$ cat config.mk
export PLATFORM = sky130hd
export DESIGN_NAME = vga_timing_rx
export DESIGN_NICKNAME = d
export VERILOG_FILES = /design/src/rtl/vga_rx_pkg.sv /design/src/rtl/vga_edge_det.sv /design/src/rtl/vga_timing_rx.sv
export SDC_FILE = /design/constraint.sdc
export NUM_CORES = 1
export LEC_CHECK = 0
export CAP_MARGIN = 30
export CORE_ASPECT_RATIO = 0.9
export CORE_MARGIN = 4
export CORE_UTILIZATION = 40
export CTS_CLUSTER_DIAMETER = 120
export DETAILED_ROUTE_END_ITERATION = 10
export PLACE_DENSITY_LB_ADDON = 0.1
export SLEW_MARGIN = 20
export SYNTH_ARGS = -nofsm -noshare
export SYNTH_HDL_FRONTEND = slang
export SYNTH_HIERARCHICAL = 1
export SYNTH_SLANG_ARGS = --single-unit
$ cat constraint.sdc
create_clock -name clk -period 6.9 [get_ports clk]
set_input_delay 1.035 -clock clk [delete_from_list [all_inputs] [get_ports clk]]
set_output_delay 1.035 -clock clk [all_outputs]
set_load 0.03 [all_outputs]
$ cat src/rtl/vga_rx_pkg.sv
// vga_rx_pkg -- shared definitions for the VGA timing receiver.
//   rx_state_t : lock state machine encoding (SEARCH, WAIT_VS, LOCKED)
//   *_DEF      : default 640x480-style timing (800 clk/line, 526 lines/frame)
//   CNT_MAX    : saturation value of the 10-bit line/pixel counters
//   sat_inc()  : 10-bit increment that sticks at CNT_MAX
package vga_rx_pkg;

  typedef enum logic [1:0] {
    SEARCH  = 2'd0,
    WAIT_VS = 2'd1,
    LOCKED  = 2'd2
  } rx_state_t;

  localparam int unsigned H_TOTAL_DEF     = 800;
  localparam int unsigned V_TOTAL_DEF     = 526;
  localparam int unsigned H_SYNC_W        = 96;
  localparam int unsigned V_SYNC_W        = 2;
  localparam int unsigned H_ACT_START_DEF = 145;
  localparam int unsigned H_ACT_W_DEF     = 639;
  localparam int unsigned V_ACT_START_DEF = 36;
  localparam int unsigned V_ACT_H_DEF     = 479;

  localparam logic [9:0] CNT_MAX = 10'd1023;

  function automatic logic [9:0] sat_inc(input logic [9:0] val);
    return (val == CNT_MAX) ? CNT_MAX : val + 10'd1;
  endfunction

endpackage

$ cat src/rtl/vga_edge_det.sv
// vga_edge_det -- rising-edge detector for one sync input.
//   clk  : pixel clock
//   rst  : asynchronous active-high reset (clears synchronizer and history)
//   din  : raw sync level
//   rise : high for the one sample in which the (optionally synchronized)
//          level goes 0 -> 1, measured against a registered history bit
// Build option: VGA_RX_INPUT_SYNC_EN inserts a 2-flop synchronizer ahead of
// the detector; without it the input is used directly.
module vga_edge_det (
  input  logic clk,
  input  logic rst,
  input  logic din,
  output logic rise
);

  logic sample;
  logic hist_reg;

`ifdef VGA_RX_INPUT_SYNC_EN
  logic [1:0] sync_reg;

  always_ff @(posedge clk or posedge rst) begin
    if (rst) sync_reg <= 2'b00;
    else     sync_reg <= {sync_reg[0], din};
  end

  assign sample = sync_reg[1];
`else
  assign sample = din;
`endif

  always_ff @(posedge clk or posedge rst) begin
    if (rst) hist_reg <= 1'b0;
    else     hist_reg <= sample;
  end

  // A held-high level produces a single pulse, so long sync pulses count once.
  assign rise = sample & ~hist_reg;

endmodule

$ cat src/rtl/vga_timing_rx.sv
// vga_timing_rx -- measures incoming VGA sync timing, locks onto a stable
// raster and emits active-area pixel coordinates and colour.
//   clk                      : 25 MHz pixel clock
//   rst                      : asynchronous active-high reset
//   i_hsync/i_vsync          : active-high syncs
//   i_red/i_green/i_blue     : 1-bit colour samples
//   o_pix_valid              : pixel inside active window while locked
//   o_pix_x/o_pix_y          : 0-based active-area coordinates
//   o_red/o_green/o_blue     : colour, zero when o_pix_valid=0
//   o_locked                 : timing lock indicator
//   o_frame_start            : pulse on each vsync rise while locked
//   o_sync_err               : pulse on each detected timing violation
//   o_line_len               : last measured line length (saturating)
// Build option: VGA_RX_INPUT_SYNC_EN adds 2-flop synchronizers on all five
// inputs (3 clk latency); default build samples inputs directly (1 clk).
module vga_timing_rx
  import vga_rx_pkg::*;
#(
  parameter int unsigned H_TOTAL     = H_TOTAL_DEF,
  parameter int unsigned V_TOTAL     = V_TOTAL_DEF,
  parameter int unsigned H_ACT_START = H_ACT_START_DEF,
  parameter int unsigned H_ACT_W     = H_ACT_W_DEF,
  parameter int unsigned V_ACT_START = V_ACT_START_DEF,
  parameter int unsigned V_ACT_H     = V_ACT_H_DEF,
  parameter int unsigned LOCK_LINES  = 4
) (
  input  logic       clk,
  input  logic       rst,
  input  logic       i_hsync,
  input  logic       i_vsync,
  input  logic       i_red,
  input  logic       i_green,
  input  logic       i_blue,
  output logic       o_pix_valid,
  output logic [9:0] o_pix_x,
  output logic [9:0] o_pix_y,
  output logic       o_red,
  output logic       o_green,
  output logic       o_blue,
  output logic       o_locked,
  output logic       o_frame_start,
  output logic       o_sync_err,
  output logic [9:0] o_line_len
);

  localparam int LCW = $clog2(LOCK_LINES + 1);

  logic           hs_rise, vs_rise;
  logic [2:0]     rgb_smp;
  rx_state_t      state_reg, state_next;
  logic [LCW-1:0] lock_cnt_reg, lock_cnt_next;
  logic           seen_hs_reg;
  logic [9:0]     h_cnt_reg, v_cnt_reg;
  logic [9:0]     h_inc, h_now, v_now;
  logic           line_ok, in_win, pix_valid_next;
  logic           frame_start_next, sync_err_next;

  vga_edge_det u_hs_edge (.clk(clk), .rst(rst), .din(i_hsync), .rise(hs_rise));
  vga_edge_det u_vs_edge (.clk(clk), .rst(rst), .din(i_vsync), .rise(vs_rise));

`ifdef VGA_RX_INPUT_SYNC_EN
  // Colour goes through the same two stages as the syncs so they stay aligned.
  logic [2:0] rgb_s1_reg, rgb_s2_reg;
  logic [2:0] rgb_in;
  assign rgb_in = {i_red, i_green, i_blue};

  for (genvar gi = 0; gi < 3; gi++) begin : g_rgb_sync
    always_ff @(posedge clk or posedge rst) begin
      if (rst) begin
        rgb_s1_reg[gi] <= 1'b0;
        rgb_s2_reg[gi] <= 1'b0;
      end else begin
        rgb_s1_reg[gi] <= rgb_in[gi];
        rgb_s2_reg[gi] <= rgb_s1_reg[gi];
      end
    end
  end

  assign rgb_smp = rgb_s2_reg;
`else
  assign rgb_smp = {i_red, i_green, i_blue};
`endif

  // Counter values belonging to the sample being taken this cycle; the
  // registered outputs are derived from these so latency is one clock.
  assign h_inc   = sat_inc(h_cnt_reg);
  assign h_now   = hs_rise ? 10'd0 : h_inc;
  assign v_now   = vs_rise ? 10'd0 : (hs_rise ? sat_inc(v_cnt_reg) : v_cnt_reg);
  assign line_ok = (h_inc == 10'(H_TOTAL));

  assign in_win = (h_now >= 10'(H_ACT_START)) && (h_now < 10'(H_ACT_START + H_ACT_W)) &&
                  (v_now >= 10'(V_ACT_START)) && (v_now < 10'(V_ACT_START + V_ACT_H));

  always_comb begin
    state_next       = state_reg;
    lock_cnt_next    = lock_cnt_reg;
    frame_start_next = 1'b0;
    sync_err_next    = 1'b0;
    case (state_reg)
      SEARCH: begin
        // The first hsync after reset closes no complete line, so skip it.
        if (hs_rise && seen_hs_reg) begin
          if (!line_ok) begin
            lock_cnt_next = '0;
            sync_err_next = 1'b1;
          end else if (lock_cnt_reg == LCW'(LOCK_LINES - 1)) begin
            lock_cnt_next = '0;
            state_next    = WAIT_VS;
          end else begin
            lock_cnt_next = lock_cnt_reg + LCW'(1);
          end
        end
      end
      WAIT_VS: begin
        if (hs_rise && !line_ok) begin
          state_next    = SEARCH;
          sync_err_next = 1'b1;
        end else if (vs_rise) begin
          state_next       = LOCKED;
          frame_start_next = 1'b1;
        end
      end
      LOCKED: begin
        if ((hs_rise && !line_ok) || (h_now == CNT_MAX) ||
            (vs_rise && (v_cnt_reg != 10'(V_TOTAL - 1)))) begin
          state_next    = SEARCH;
          lock_cnt_next = '0;
          sync_err_next = 1'b1;
        end else if (vs_rise) begin
          frame_start_next = 1'b1;
        end
      end
      default: begin
        state_next    = SEARCH;
        lock_cnt_next = '0;
      end
    endcase
  end

  assign pix_valid_next = in_win && (state_next == LOCKED);

  always_ff @(posedge clk or posedge rst) begin
    if (rst) begin
      state_reg     <= SEARCH;
      lock_cnt_reg  <= '0;
      seen_hs_reg   <= 1'b0;
      h_cnt_reg     <= '0;
      v_cnt_reg     <= '0;
      o_pix_valid   <= 1'b0;
      o_pix_x       <= '0;
      o_pix_y       <= '0;
      o_red         <= 1'b0;
      o_green       <= 1'b0;
      o_blue        <= 1'b0;
      o_locked      <= 1'b0;
      o_frame_start <= 1'b0;
      o_sync_err    <= 1'b0;
      o_line_len    <= '0;
    end else begin
      state_reg     <= state_next;
      lock_cnt_reg  <= lock_cnt_next;
      seen_hs_reg   <= seen_hs_reg | hs_rise;
      h_cnt_reg     <= h_now;
      v_cnt_reg     <= v_now;
      o_pix_valid   <= pix_valid_next;
      o_pix_x       <= in_win ? (h_now - 10'(H_ACT_START)) : 10'd0;
      o_pix_y       <= in_win ? (v_now - 10'(V_ACT_START)) : 10'd0;
      {o_red, o_green, o_blue} <= pix_valid_next ? rgb_smp : 3'b000;
      o_locked      <= (state_next == LOCKED);
      o_frame_start <= frame_start_next;
      o_sync_err    <= sync_err_next;
      if (hs_rise) o_line_len <= h_inc;
    end
  end

endmodule

== Word level (Yosys, flattened, before mapping) ==
Cells that the tools add are included.

* Bits in registers: 65
* Latch bits: 0
* Bits in writable memories: 0
* Bits in read-only memories: 0
* Output and inout bits: 37
* Logic and storage cells: 84
* Memories: 0

* Add/sub/neg operators: 5
* Multipliers: 0
* Div/mod/pow operators: 0
* Magnitude comparators: 4
* Equal/unequal tests: 11
* Shift operators: 0
* Muxes and demuxes: 29
* Bitwise operators: 6
* Reductions and logical operators: 12

{| class="wikitable"
|+ Operator list
! operator !! count
|-
| 2-to-1 mux 10 bit || 7
|-
| == test 10 bit (second input constant) || 4
|-
| adder 10 x 1 -> 10 bit (second input constant) || 2
|-
| less-than comparator 10 bit (second input constant) || 2
|-
| 2-to-1 mux 3 bit || 5
|-
| 2-to-1 mux 2 bit || 6
|-
| >= comparator 10 x 6 -> 1 bit (second input constant) || 1
|-
| >= comparator 10 x 8 -> 1 bit (second input constant) || 1
|-
| inequality test 10 bit (second input constant) || 1
|-
| subtractor 10 x 6 -> 10 bit (second input constant) || 1
|-
| subtractor 10 x 8 -> 10 bit (second input constant) || 1
|-
| case mux 3 bit (3 select lines) || 1
|-
| logical AND 1 bit || 7
|-
| 2-to-1 mux 1 bit || 7
|-
| case mux 2 bit (3 select lines) || 1
|-
| == test 2 bit (second input constant) || 2
|-
| inequality test 2 bit (second input constant) || 2
|-
| adder 3 x 1 -> 3 bit (second input constant) || 1
|-
| == test 3 x 2 -> 1 bit (second input constant) || 1
|-
| inverter 1 bit || 3
|-
| case mux 1 bit (3 select lines) || 1
|-
| AND reduction 3 bit || 1
|-
| bitwise AND 1 bit || 2
|-
| == test 2 x 1 -> 1 bit (second input constant) || 1
|-
| other kinds (5) || 6
|}

== Longest topological paths before layout ==
* Depth after elaboration: 12
* Depth in mapped cells: 16
* Mapped depth without buffers: 13

== Modules after synthesis ==
Netlist, hierarchy kept.

{| class="wikitable"
|+ Modules (own cells, without submodules)
! module !! instances !! cells an instance !! area each (um2) !! sequential area each (um2)
|-
| vga_timing_rx || 1 || 413 || 3,786.1 || 1,576.5
|-
| vga_edge_det || 2 || 3 || 42.5 || 25.0
|}

== Worst setup path before layout ==
No wires, ideal clock.

* Path kind: input-to-reg
* Start: input port i_hsync
* End: register o_pix_y[0]
* Arrival: 3.895 ns
* Slack: 2.871 ns
* Stages: 15
* Cell sequence: nor2b_4 buf_2 buf_1 clkbuf_1 a21oi_1 inv_1 ha_1 or3b_2 a21oi_1 o41ai_2 a221oi_1 o211ai_1 o211ai_4 buf_4 nor3_1

* Longest elaborated chain between the ends: 7
* Elaborated cells between the ends (all ways): 13
* Those cells by class: add/sub (1); order compare (4); mux (4); bitwise (1); reduce/logical (3)

{| class="wikitable"
|+ Ends and longest elaborated chain
! what !! RTL line !! text
|-
| from (decl) || vga_timing_rx.sv:29 || <nowiki>input logic i_hsync,</nowiki>
|-
| bitwise AND 1 bit * || vga_edge_det.sv:38 || <nowiki>assign rise = sample & ~hist_reg;</nowiki>
|-
| 2-to-1 mux 10 bit * || vga_timing_rx.sv:87 || <nowiki>assign h_now = hs_rise ? 10'd0 : h_inc;</nowiki>
|-
| named net h_now[0] || vga_timing_rx.sv:54 || <nowiki>logic [9:0] h_inc, h_now, v_now;</nowiki>
|-
| >= comparator 10 x 8 -> 1 bit / less-than comparator 10 bit (equally long branches) || vga_timing_rx.sv:91 || <nowiki>assign in_win = (h_now >= 10'(H_ACT_START)) && (h_now < 10'(H_ACT_START + H_ACT_W)) &&</nowiki>
|-
| logical AND 1 bit * (2 in series) || vga_timing_rx.sv:91 ||
|-
| logical AND 1 bit * || vga_timing_rx.sv:92 || <nowiki>(v_now >= 10'(V_ACT_START)) && (v_now < 10'(V_ACT_START + V_ACT_H));</nowiki>
|-
| 2-to-1 mux 10 bit * || vga_timing_rx.sv:167 || <nowiki>o_pix_y <= in_win ? (v_now - 10'(V_ACT_START)) : 10'd0;</nowiki>
|-
| to (signal assigned) || vga_timing_rx.sv:167 ||
|-
| to (decl) || vga_timing_rx.sv:36 || <nowiki>output logic [9:0] o_pix_y,</nowiki>
|}

The timed path passes the listed nets; every way through them passes the cells marked *.
A chain may end at the register's enable or synchronous reset.

== Worst setup path after layout ==
* Start: register h_cnt_reg[0]
* End: register o_pix_y[6]

* Longest elaborated chain between the ends: 8
* Elaborated cells between the ends (all ways): 10
* Those cells by class: add/sub (1); order compare (2); eq/ne (1); mux (3); reduce/logical (3)

{| class="wikitable"
|+ Ends and longest elaborated chain
! what !! RTL line !! text
|-
| from (decl) || vga_timing_rx.sv:53 || <nowiki>logic [9:0] h_cnt_reg, v_cnt_reg;</nowiki>
|-
| from (signal assigned) || vga_timing_rx.sv:163 || <nowiki>h_cnt_reg <= h_now;</nowiki>
|-
| adder 10 x 1 -> 10 bit / == test 10 bit (equally long branches) || vga_rx_pkg.sv:26 || <nowiki>return (val == CNT_MAX) ? CNT_MAX : val + 10'd1;</nowiki>
|-
| 2-to-1 mux 10 bit * || vga_rx_pkg.sv:26 ||
|-
| 2-to-1 mux 10 bit * || vga_timing_rx.sv:87 ||
|-
| named net h_now[0] || vga_timing_rx.sv:54 ||
|-
| >= comparator 10 x 8 -> 1 bit / less-than comparator 10 bit (equally long branches) || vga_timing_rx.sv:91 ||
|-
| logical AND 1 bit * (2 in series) || vga_timing_rx.sv:91 ||
|-
| logical AND 1 bit * || vga_timing_rx.sv:92 ||
|-
| 2-to-1 mux 10 bit * || vga_timing_rx.sv:167 ||
|}

Marked as above.

==> flow_summary.ini <==
[outcome]
status = completed

[clock_tree]
post_cts_resize_count = 0
htreeDepth = 3
cts_buffer_depth = 2
clock_latency_ns = 0.35
cts_root_buf = clkbuf_8
postCtsHoldBufs = 0
cts_tree = built
post_cts_buffers = 0
clock-sinks = 65
cts.clk_slew.worst_paths_ns = 0.08
cts_buffers = 9

[die]
start_util_pct = 41.67
placementRows = 33
core-area_um2 = 9290
dieHeight_um = 101.3
fp.dieW_um = 111.7
ios = 44
die_area_um2 = 11320

[timing]
finClkSkew_ns = 0.009682
fin_crit_sh_pct = 71.13
tightestPinTransition_ns = 0.8067
tns_ns = 0
fmax_mhz = 203.8
max-slew-margin-rel_pct = 45.96
min_period_ns = 4.908
rsz0062_at_grt = no
setup_viol = 0
drv_slew = 0
worst_slack_ns = 1.992
finalHoldViolCount = 0

[logic_synthesis]
yosysUniqueCellTypes = 74
synth_ff_type = dfrtp_1
async_flop_share_pct = 100.0
synth_area_um2 = 3871
syn_nets = 440
ys_ff_latch = 65
synth_cells = 419
synth_edf_count = 0
ys_seq_area_share_pct = 42.02
ys_warn_count = 6
synth_area_per_cell_um2 = 9.239

[critical_path]
cp_cell_sequence = ha_1 -> nand4_1 -> or3_1 -> a21oi_1 -> inv_1 -> ha_1 -> and3_1 -> and3_1 -> o41ai_2 -> a221oi_1 -> o211ai_1 -> o211ai_4 -> a211oi_2
slowest_delay_ns = 0.68
criticalPathCategory = reg -> reg
arrival_ns = 5.17
crit_path_start_kind = flop
slowest_stage = ha_1
end_kind = flop
crit_fanout = 24
required_ns = 7.17

[detailed_routing]
drt_iter0_markers = 250
drc = 0
wl_um = 9593
num_vias = 3275
antenna_left = 0
avgViaCountPerCell = 5.647
dr.pass1.iters = 6
wl_per_cell_um = 16.54

[worst_hold_path]
hold_class = reg -> reg

[placement]
portBuffers = 43
pre_cts_ws_ns = 2.079
dpl.hpwl_um = 6605
gp_congestion = 0.8948

[layout]
area_growth_pct = 17.52
n_antenna_cell = 0
final_util_pct = 48.97
finalNetCount = 474
drive_gt1_share_pct = 8.734

[global_routing]
grt_pass1_vias = 3078
grt-ovfl-total = 0
grt_max_degree = 64
antenna_found_initial = 0
grtUsageTotal_pct = 17.69
grt_first_pass_wirelength_um = 15970

[power_and_ir_drop]
vdd_ir_drop_max_mv = 0.1243
power_density_nw_per_um2 = 223.6
fin_total_pwr_uw = 1017
leakagePower_uw = 0.001904

[run]
maxCapViolCount = 0
==> synth_stat cells, types with 2 or more instances <==
cell | n | area (µm²)
a211oi_1 | 3 | 22.52
a211oi_2 | 2 | 25.02
a21o_1 | 2 | 15.01
a21oi_1 | 27 | 135.1
a22o_1 | 2 | 17.52
a22oi_2 | 2 | 25.02
a311oi_1 | 2 | 17.52
a31oi_1 | 13 | 81.33
a31oi_2 | 2 | 25.02
a41oi_1 | 3 | 26.28
and2_1 | 7 | 43.79
and3_1 | 5 | 31.28
and4_1 | 6 | 52.55
buf_1 | 5 | 18.77
buf_2 | 12 | 60.06
buf_4 | 4 | 30.03
clkbuf_1 | 2 | 7.510
dfrtp_1 | 65 | 1627
ha_1 | 14 | 175.2
inv_1 | 25 | 93.84
nand2_1 | 32 | 120.1
nand2b_1 | 2 | 12.51
nand3_1 | 10 | 50.05
nand4_1 | 9 | 56.30
nor2_1 | 46 | 172.7
nor2b_1 | 4 | 25.02
nor2b_4 | 2 | 27.53
nor3_1 | 10 | 50.05
nor3b_2 | 3 | 37.54
nor4_1 | 4 | 25.02
o211ai_1 | 6 | 45.04
o21a_1 | 3 | 22.52
o21ai_0 | 14 | 70.07
o21ai_1 | 2 | 10.01
o221ai_1 | 2 | 17.52
o31a_1 | 2 | 17.52
o31ai_1 | 4 | 30.03
o41ai_1 | 2 | 17.52
or3_1 | 7 | 43.79
or4_1 | 3 | 22.52
xnor2_1 | 10 | 87.58
xor2_1 | 7 | 61.31
==> routing by layer <==
layer | global-route usage [%] | up-vias | routed length [µm]
li1 | - | 1603 | -
met1 | 26.44 | 1552 | 4772
met2 | 24.84 | 107 | 4020
met3 | 4.839 | 13 | 677
met4 | 5.332 | 0 | 123
met5 | 0 | - | 0
==> worst paths after layout <==
path | from | to | slack (ns) | depth (start not counted)
max | h_cnt_reg[0] | o_pix_y[6] | 1.99 | 13
min | o_line_len[8] | o_line_len[8] | 0.48 | 1
max reg2reg | h_cnt_reg[0] | o_pix_y[6] | 1.99 | 13
min reg2reg | o_line_len[8] | o_line_len[8] | 0.48 | 1
max in group asynchronous | rst | o_line_len[0] | 5.08 | 3
min in group asynchronous | rst | u_hs_edge/hist_reg | 0.90 | 2
==> area by class of cell <==
cell class | instances | area [µm²]
Multi-Input combinational cell | 305 | 2031
Clock buffer | 13 | 148.9
Tap cell | 122 | 152.6
Sequential cell | 65 | 1627
Fill cell | 891 | 4741
Clock inverter | 3 | 40.04
Timing Repair Buffer | 46 | 452.9
Inverter | 26 | 97.59
==> through the flow <==
step	instance area [µm²]	hold slack, ns	cells
after floorplan	3871	0.4771	419
final	4549	0.4847	580
after global routing	4549	0.5034	580
after CTS	4549	0.4906	580
after detailed placement	4360	0.4735	564
after global placement	4360	0.4677	564
==> critical path, delay by kind of cell, from the launching register on <==
| family | cells | cell delay (ns) |
|---|---|---|
| compound gates | 6 | 1.89 |
| simple gates | 4 | 1.22 |
| fa+ha+maj | 2 | 0.97 |
| flops | 1 | 0.63 |
| buf+inv | 1 | 0.09 |
==> cells in the final DEF (no fill, tap or decap), types with 4 or more instances in the layout <==
master | netlist | layout
o31ai_1 | 4 | 4
o21ai_0 | 14 | 14
xnor2_1 | 10 | 10
or3_1 | 7 | 7
a31oi_1 | 13 | 13
nor2_1 | 46 | 46
o211ai_1 | 6 | 6
dfrtp_1 | 65 | 65
inv_1 | 25 | 24
and3_1 | 5 | 5
xor2_1 | 7 | 7
nor3_1 | 10 | 10
nand3_1 | 10 | 10
a21oi_1 | 27 | 27
nand2_1 | 32 | 32
nand4_1 | 9 | 9
clkdlybuf4s50_1 | 0 | 43
and2_1 | 7 | 7
nor2b_1 | 4 | 4
ha_1 | 14 | 14
and4_1 | 6 | 6
nor4_1 | 4 | 4
clkbuf_8 | 0 | 10
==> report_power, final <==
| group | leakage, µW | switching, µW | internal [µW] |
|---|---|---|---|
| registers | 0.000872 | 46.8 | 403 |
| logic | 0.000935 | 143 | 95.0 |
| clock network | 0.0000974 | 152 | 176 |
==> logic make-up (layout without fill, tap and decap cells) <==
logic type / Yosys count / count (layout) / share of synthesized area, %
AND/OR/NAND/NOR: 160 / 160 / 22.20
AO/OA/AOI/OAI: 112 / 112 / 21.33
flip-flops: 65 / 65 / 42.02
buffers and inverters: 49 / 88 / 5.527
multiplexers: 2 / 2 / 0.5494
XOR/XNOR: 17 / 17 / 3.846
adder cells (fa/ha/maj): 14 / 14 / 4.525
Power figures use the tool's default switching activity.
